`src/rtl/alu_pkg.sv`:
```
// Shared definitions for the ALU issue unit: opcodes, instruction field
// positions and the issue FSM state encoding.
package alu_pkg;

  localparam logic [2:0] OP_ADD   = 3'b000;
  localparam logic [2:0] OP_SUB   = 3'b001;
  localparam logic [2:0] OP_AND   = 3'b010;
  localparam logic [2:0] OP_OR    = 3'b011;
  localparam logic [2:0] OP_NOT   = 3'b100;
  localparam logic [2:0] OP_LOADI = 3'b101;

  localparam int OP_MSB  = 15;
  localparam int OP_LSB  = 13;
  localparam int RD_MSB  = 12;
  localparam int RD_LSB  = 10;
  localparam int RS1_MSB = 9;
  localparam int RS1_LSB = 7;
  localparam int RS2_MSB = 6;
  localparam int RS2_LSB = 4;
  localparam int IMM_W   = 10;

  typedef enum logic [1:0] {
    ST_IDLE   = 2'd0,
    ST_DECODE = 2'd1,
    ST_EXEC   = 2'd2,
    ST_WB     = 2'd3
  } state_t;

  // Opcodes forwarded unchanged to the external ALU.
  function automatic logic is_alu_op(input logic [2:0] op);
    return (op <= OP_NOT);
  endfunction

endpackage

```
`src/rtl/issue_regfile.sv`:
```
// Register file for the issue unit: async-reset flops, one write port and
// three combinational read ports (two operands plus debug).
module issue_regfile #(
  parameter int DATA_W = 16,
  parameter int NREGS  = 8,
  parameter int AW     = $clog2(NREGS)
) (
  input  logic              clk,
  input  logic              rst_n,
  input  logic              we,
  input  logic [AW-1:0]     waddr,
  input  logic [DATA_W-1:0] wdata,
  input  logic [AW-1:0]     rs1_addr,
  output logic [DATA_W-1:0] rs1_data,
  input  logic [AW-1:0]     rs2_addr,
  output logic [DATA_W-1:0] rs2_data,
  input  logic [AW-1:0]     dbg_addr,
  output logic [DATA_W-1:0] dbg_data
);

  logic [DATA_W-1:0] regs [NREGS];

  genvar gi;
  generate
    for (gi = 0; gi < NREGS; gi++) begin : g_reg
      logic [DATA_W-1:0] reg_q;

      always_ff @(posedge clk or negedge rst_n) begin
        if (!rst_n) begin
          reg_q <= '0;
        end else if (we && (waddr == AW'(gi))) begin
          reg_q <= wdata;
        end
      end

      assign regs[gi] = reg_q;
    end
  endgenerate

  // Reads see the pre-write value during the write cycle.
  assign rs1_data = regs[rs1_addr];
  assign rs2_data = regs[rs2_addr];
  assign dbg_data = regs[dbg_addr];

endmodule

```
`src/rtl/alu_issue_unit.sv`:
```
// Multi-cycle issue/writeback controller: accepts an instruction, reads
// operands, drives the external ALU and writes the result back.
module alu_issue_unit
  import alu_pkg::*;
#(
  parameter int DATA_W = 16,
  parameter int NREGS  = 8
) (
  input  logic              clk,
  input  logic              rst_n,
  input  logic              instr_valid,
  output logic              instr_ready,
  input  logic [15:0]       instr,
  output logic [DATA_W-1:0] alu_a,
  output logic [DATA_W-1:0] alu_b,
  output logic [2:0]        alu_op,
  input  logic [DATA_W-1:0] alu_result,
  input  logic              alu_zero,
  output logic              wb_valid,
  output logic [2:0]        wb_addr,
  output logic [DATA_W-1:0] wb_data,
  output logic              zero_flag,
  output logic              illegal,
  input  logic [2:0]        dbg_raddr,
  output logic [DATA_W-1:0] dbg_rdata
);

  state_t            state_q, state_d;
  logic [15:0]       instr_q, instr_d;
  logic [DATA_W-1:0] alu_a_q, alu_a_d;
  logic [DATA_W-1:0] alu_b_q, alu_b_d;
  logic [2:0]        alu_op_q, alu_op_d;
  logic [DATA_W-1:0] wb_data_q, wb_data_d;
  logic [2:0]        wb_addr_q, wb_addr_d;
  logic              pend_zero_q, pend_zero_d;
  logic              zero_flag_q, zero_flag_d;
  logic              illegal_q, illegal_d;

  logic [2:0]        op, rd, rs1, rs2;
  logic [DATA_W-1:0] rs1_data, rs2_data;

  assign op  = instr_q[OP_MSB:OP_LSB];
  assign rd  = instr_q[RD_MSB:RD_LSB];
  assign rs1 = instr_q[RS1_MSB:RS1_LSB];
  assign rs2 = instr_q[RS2_MSB:RS2_LSB];

  issue_regfile #(
    .DATA_W (DATA_W),
    .NREGS  (NREGS),
    .AW     (3)
  ) u_regfile (
    .clk      (clk),
    .rst_n    (rst_n),
    .we       (state_q == ST_WB),
    .waddr    (wb_addr_q),
    .wdata    (wb_data_q),
    .rs1_addr (rs1),
    .rs1_data (rs1_data),
    .rs2_addr (rs2),
    .rs2_data (rs2_data),
    .dbg_addr (dbg_raddr),
    .dbg_data (dbg_rdata)
  );

  always_comb begin
    state_d     = state_q;
    instr_d     = instr_q;
    alu_a_d     = alu_a_q;
    alu_b_d     = alu_b_q;
    alu_op_d    = alu_op_q;
    wb_data_d   = wb_data_q;
    wb_addr_d   = wb_addr_q;
    pend_zero_d = pend_zero_q;
    zero_flag_d = zero_flag_q;
    illegal_d   = 1'b0;

    case (state_q)
      ST_IDLE: begin
        if (instr_valid) begin
          instr_d = instr;
          state_d = ST_DECODE;
        end
      end
      ST_DECODE: begin
        if (is_alu_op(op)) begin
          alu_a_d   = rs1_data;
          alu_b_d   = rs2_data;
          alu_op_d  = op;
          wb_addr_d = rd;
          state_d   = ST_EXEC;
        end else if (op == OP_LOADI) begin
          wb_data_d = {{(DATA_W-IMM_W){1'b0}}, instr_q[IMM_W-1:0]};
          wb_addr_d = rd;
          state_d   = ST_WB;
        end else begin
          illegal_d = 1'b1;
          state_d   = ST_IDLE;
        end
      end
      ST_EXEC: begin
        wb_data_d   = alu_result;
        pend_zero_d = alu_zero;
        state_d     = ST_WB;
      end
      ST_WB: begin
        // LOADI leaves the flag from the last ALU instruction untouched.
        if (is_alu_op(op)) begin
          zero_flag_d = pend_zero_q;
        end
        state_d = ST_IDLE;
      end
      default: state_d = ST_IDLE;
    endcase
  end

  always_ff @(posedge clk or negedge rst_n) begin
    if (!rst_n) begin
      state_q     <= ST_IDLE;
      instr_q     <= '0;
      alu_a_q     <= '0;
      alu_b_q     <= '0;
      alu_op_q    <= '0;
      wb_data_q   <= '0;
      wb_addr_q   <= '0;
      pend_zero_q <= 1'b0;
      zero_flag_q <= 1'b0;
      illegal_q   <= 1'b0;
    end else begin
      state_q     <= state_d;
      instr_q     <= instr_d;
      alu_a_q     <= alu_a_d;
      alu_b_q     <= alu_b_d;
      alu_op_q    <= alu_op_d;
      wb_data_q   <= wb_data_d;
      wb_addr_q   <= wb_addr_d;
      pend_zero_q <= pend_zero_d;
      zero_flag_q <= zero_flag_d;
      illegal_q   <= illegal_d;
    end
  end

  assign instr_ready = (state_q == ST_IDLE) && rst_n;
  assign alu_a       = alu_a_q;
  assign alu_b       = alu_b_q;
  assign alu_op      = alu_op_q;
  assign wb_valid    = (state_q == ST_WB);
  assign wb_addr     = wb_addr_q;
  assign wb_data     = wb_data_q;
  assign zero_flag   = zero_flag_q;
  assign illegal     = illegal_q;

endmodule
```
`config.mk`:
```
export PLATFORM = sky130hd
export DESIGN_NAME = alu_issue_unit
export DESIGN_NICKNAME = d
export VERILOG_FILES = /design/src/rtl/alu_pkg.sv /design/src/rtl/issue_regfile.sv /design/src/rtl/alu_issue_unit.sv
export SDC_FILE = /design/constraint.sdc
export NUM_CORES = 1
export LEC_CHECK = 0
export BUFFER_PORTS_ARGS = -buffer_cell sky130_fd_sc_hd__buf_4
export CAP_MARGIN = 20
export CORE_MARGIN = 5
export CORE_UTILIZATION = 35
export DETAILED_ROUTE_END_ITERATION = 12
export PLACE_DENSITY_LB_ADDON = 0.3
export SLEW_MARGIN = 20
export SYNTH_ARGS = -nofsm -noshare
export SYNTH_HDL_FRONTEND = slang
export SYNTH_SLANG_ARGS = --single-unit
```
`constraint.sdc`:
```
create_clock -name clk -period 2.85 [get_ports clk]
set_clock_uncertainty 0.2 [all_clocks]
set_input_delay 0.57 -clock clk [delete_from_list [all_inputs] [get_ports clk]]
set_output_delay 0.57 -clock clk [all_outputs]
set_load 0.005 [all_outputs]
```
==> impl_metrics.csv <==
group,metric,value,unit
synth,synth.most_common_cell,"mux2_2",
global_route,antenna_found_initial,1,
global_route,gr-total-overflow,0,
timing,hold_viol,0,
final_layout,diodes,0,
placed_design,place_hpwl,20200,um
synth,ys_async_sr_fraction,100,%
cts,cts.sinks,203,
cts,cts_tree,"built",
global_route,grt_pass1_vias,7930,
timing,tns,0,ns
timing,drv_slew,0,
cts,insertion_delay,0.52,ns
cts,cts_root_buf,"clkbuf_16",
timing,slew_headroom,63.7,%
global_route,grt_use_total,18.0,%
final_layout,fin_util,42.9,%
synth,synth.distinct_cells,36,
timing,fin_ws,0.221,ns
die,die_h,187,um
final_layout,fillers,2929,
min_path,hold_path.class,"input port to flip-flop",
critical_path,cp.required,2.08,ns
cts,cts_resized,0,
timing,period_share,92.2,%
run_status,status,"completed",
synth,netlist_instances,828,
routing,drt_pass1_iterations,6,
final_layout,final_nets,977,
global_route,grt_start_max_net_pins,98,
routing,ant_nets,0,
routing,drt_iter0_markers,555,
critical_path,cp_max_fo,18,
power_and_ir_drop,power,16.5,mW
critical_path,start_kind,"input port",
cts,post_cts_buffers,0,
routing,drt-total-wl,32000,um
cts,cts_buffer_depth,3,
routing,drc,0,
synth,synth_area_leader_cell,"dfrtp_1",
critical_path,critPathKind,"input port to output port",
timing,fmax,380,MHz
routing,wl_per_cell,23.7,um
synth,synthTopCellsByArea,"dfrtp_1, mux2_2, mux4_2",
power_and_ir_drop,powerDensity,1250,nW/um2
cts,cts_buffers,24,
timing,setup_viol,0,
routing,vias_per_cell,5.62,
synth,synth_common_cells,"mux2_2, dfrtp_1, mux2i_1",
placed_design,gp_congestion,0.748,
synth,yosys_most_used_dff,"dfrtp_1",
die,initial_utilization,35.6,%
cts,path_clk_slew,0.06,ns
critical_path,critical_path_arrival,1.86,ns
die,dieArea,34900,um2
placed_design,portBuffers,112,
synth,synth_edf_count,0,
global_route,grt_util_met2,28.0,%
timing,rsz0062_at_grt,"false",
synth,syn_avg_cell_area,13.2,um2
global_route,grt_pass1_wl,49600,um
timing,period_needed,2.63,ns
job,drv_cap,0,
synth,seq_area_frac_synth,46.4,%
synth,synth_fp_nets,867,
die,io_pins,113,
power_and_ir_drop,p_leak,5.91,nW
final_layout,areaGrowthSynthToFinish,20.4,%
routing,dr_total_vias,7600,
global_route,use_met1,26.3,%
timing,tightest_slew,0.544,ns
synth,ys_seq_elements,203,
die,die_w,187,um
synth,synth_top_area_share,46.4,%
power_and_ir_drop,vdd_ir_drop_max,560,uV
synth,synth_area,11000,um2
global_route,top_usage_layer,"met2",
global_route,met3_usage,2.86,%
final_layout,drive_gt1_share,48.3,%
die,rows,64,
cts,h-tree-depth,1,
die,coreArea,30700,um2
placed_design,dp_slack,0.205,ns
synth,ys_warn_count,0,
critical_path,cp-end-kind,"output port",
[worst max-delay path, cell delays in order]
cell and delay (ns):
buf_4 0.11, buf_12 0.19, mux4_2 0.51, mux2_2 0.31
buf_4 0.14
[metal layers]
layer | vias to the layer above | routed length (um)
li1 | 3384 | -
met1 | 3898 | 14600
met2 | 260 | 14600
met3 | 56 | 1980
met4 | 2 | 770
met5 | - | 7
[final timing paths]
path	startpoint	end	slack, ns	cells past startpoint
setup / recovery	dbg_raddr[0]	dbg_rdata[6]	0.22	5
hold / removal	alu_zero	pend_zero_q	0.04	3
setup reg to reg	state_q[0]	u_regfile.g_reg[2].reg_q[13]	0.80	4
hold reg to reg	pend_zero_q	pend_zero_q	0.28	2
max in group asynchronous	rst_n	u_regfile.g_reg[4].reg_q[5]	1.42	3
min in group asynchronous	rst_n	instr_q[11]	0.26	2
[cell usage in the layout, fill, tap and decap left out, types with 2 or more instances in the layout]
cell type / count
mux2i_1: 64
mux2_2: 208
buf_4: 141
clkbuf_1: 4
nand3_1: 10
dfrtp_2: 2
clkbuf_16: 25
nor2_1: 16
or3_1: 3
a22o_1: 32
nor3b_1: 2
o22a_1: 2
a31oi_1: 10
clkbuf_8: 6
nand2b_1: 6
o22ai_1: 32
dfrtp_1: 201
buf_12: 8
nor2b_1: 3
mux2_4: 20
bufinv_16: 5
mux4_2: 32
nor2_2: 6
o31ai_1: 32
clkinv_2: 5
o21ai_0: 47
and2_1: 2
nand2_1: 21
[sequential cells by signal (all words and copies together), names as in the netlist, 3 cells and up, named ones only]
signal / flops
u_regfile.g.reg_q: 128
alu_a: 16
alu_b: 16
instr_q: 16
wb_data: 16
alu_op: 3
wb_addr: 3
[metrics by stage]
| stage | hold WS [ns] | instance area [um2] | instances |
|---|---|---|---|
| after global routing | 0.0411 | 13200 | 1352 |
| after CTS | 0.0271 | 13200 | 1352 |
| after global placement | 0.232 | 12300 | 1307 |
| final | 0.0439 | 13200 | 1352 |
| after detailed placement | 0.236 | 12300 | 1307 |
| after floorplan | 0.0744 | 11000 | 828 |
[kinds of logic after synthesis]
group | synth area share [%]
compound gates | 9.65
buf+inv | 3.60
flops | 46.4
mux | 36.6
simple gates | 3.79
[power by group]
| group | switching, mW | internal, mW | total [mW] |
|---|---|---|---|
| registers | 1.64 | 4.23 | 5.87 |
| logic | 3.24 | 4.03 | 7.27 |
| clock network | 1.21 | 2.18 | 3.39 |
[layout make-up]
| cell class | count | area [um2] | share of cell area (%) |
|---|---|---|---|
| tap | 396 | 495 | 3.76 |
| timing repair buffer | 151 | 1240 | 9.43 |
| multi-input combinational | 558 | 5480 | 41.5 |
| clock inverter | 10 | 175 | 1.33 |
| clock buffer | 34 | 709 | 5.38 |
| sequential | 203 | 5080 | 38.6 |
[timing repair]
item                                    4_1_cts  5_1_grt
endpoints found under the setup margin        0        0
endpoints found under the hold margin        13        0
hold buffers                                  1        0
Note: power is estimated with default switching activity, not from simulation.
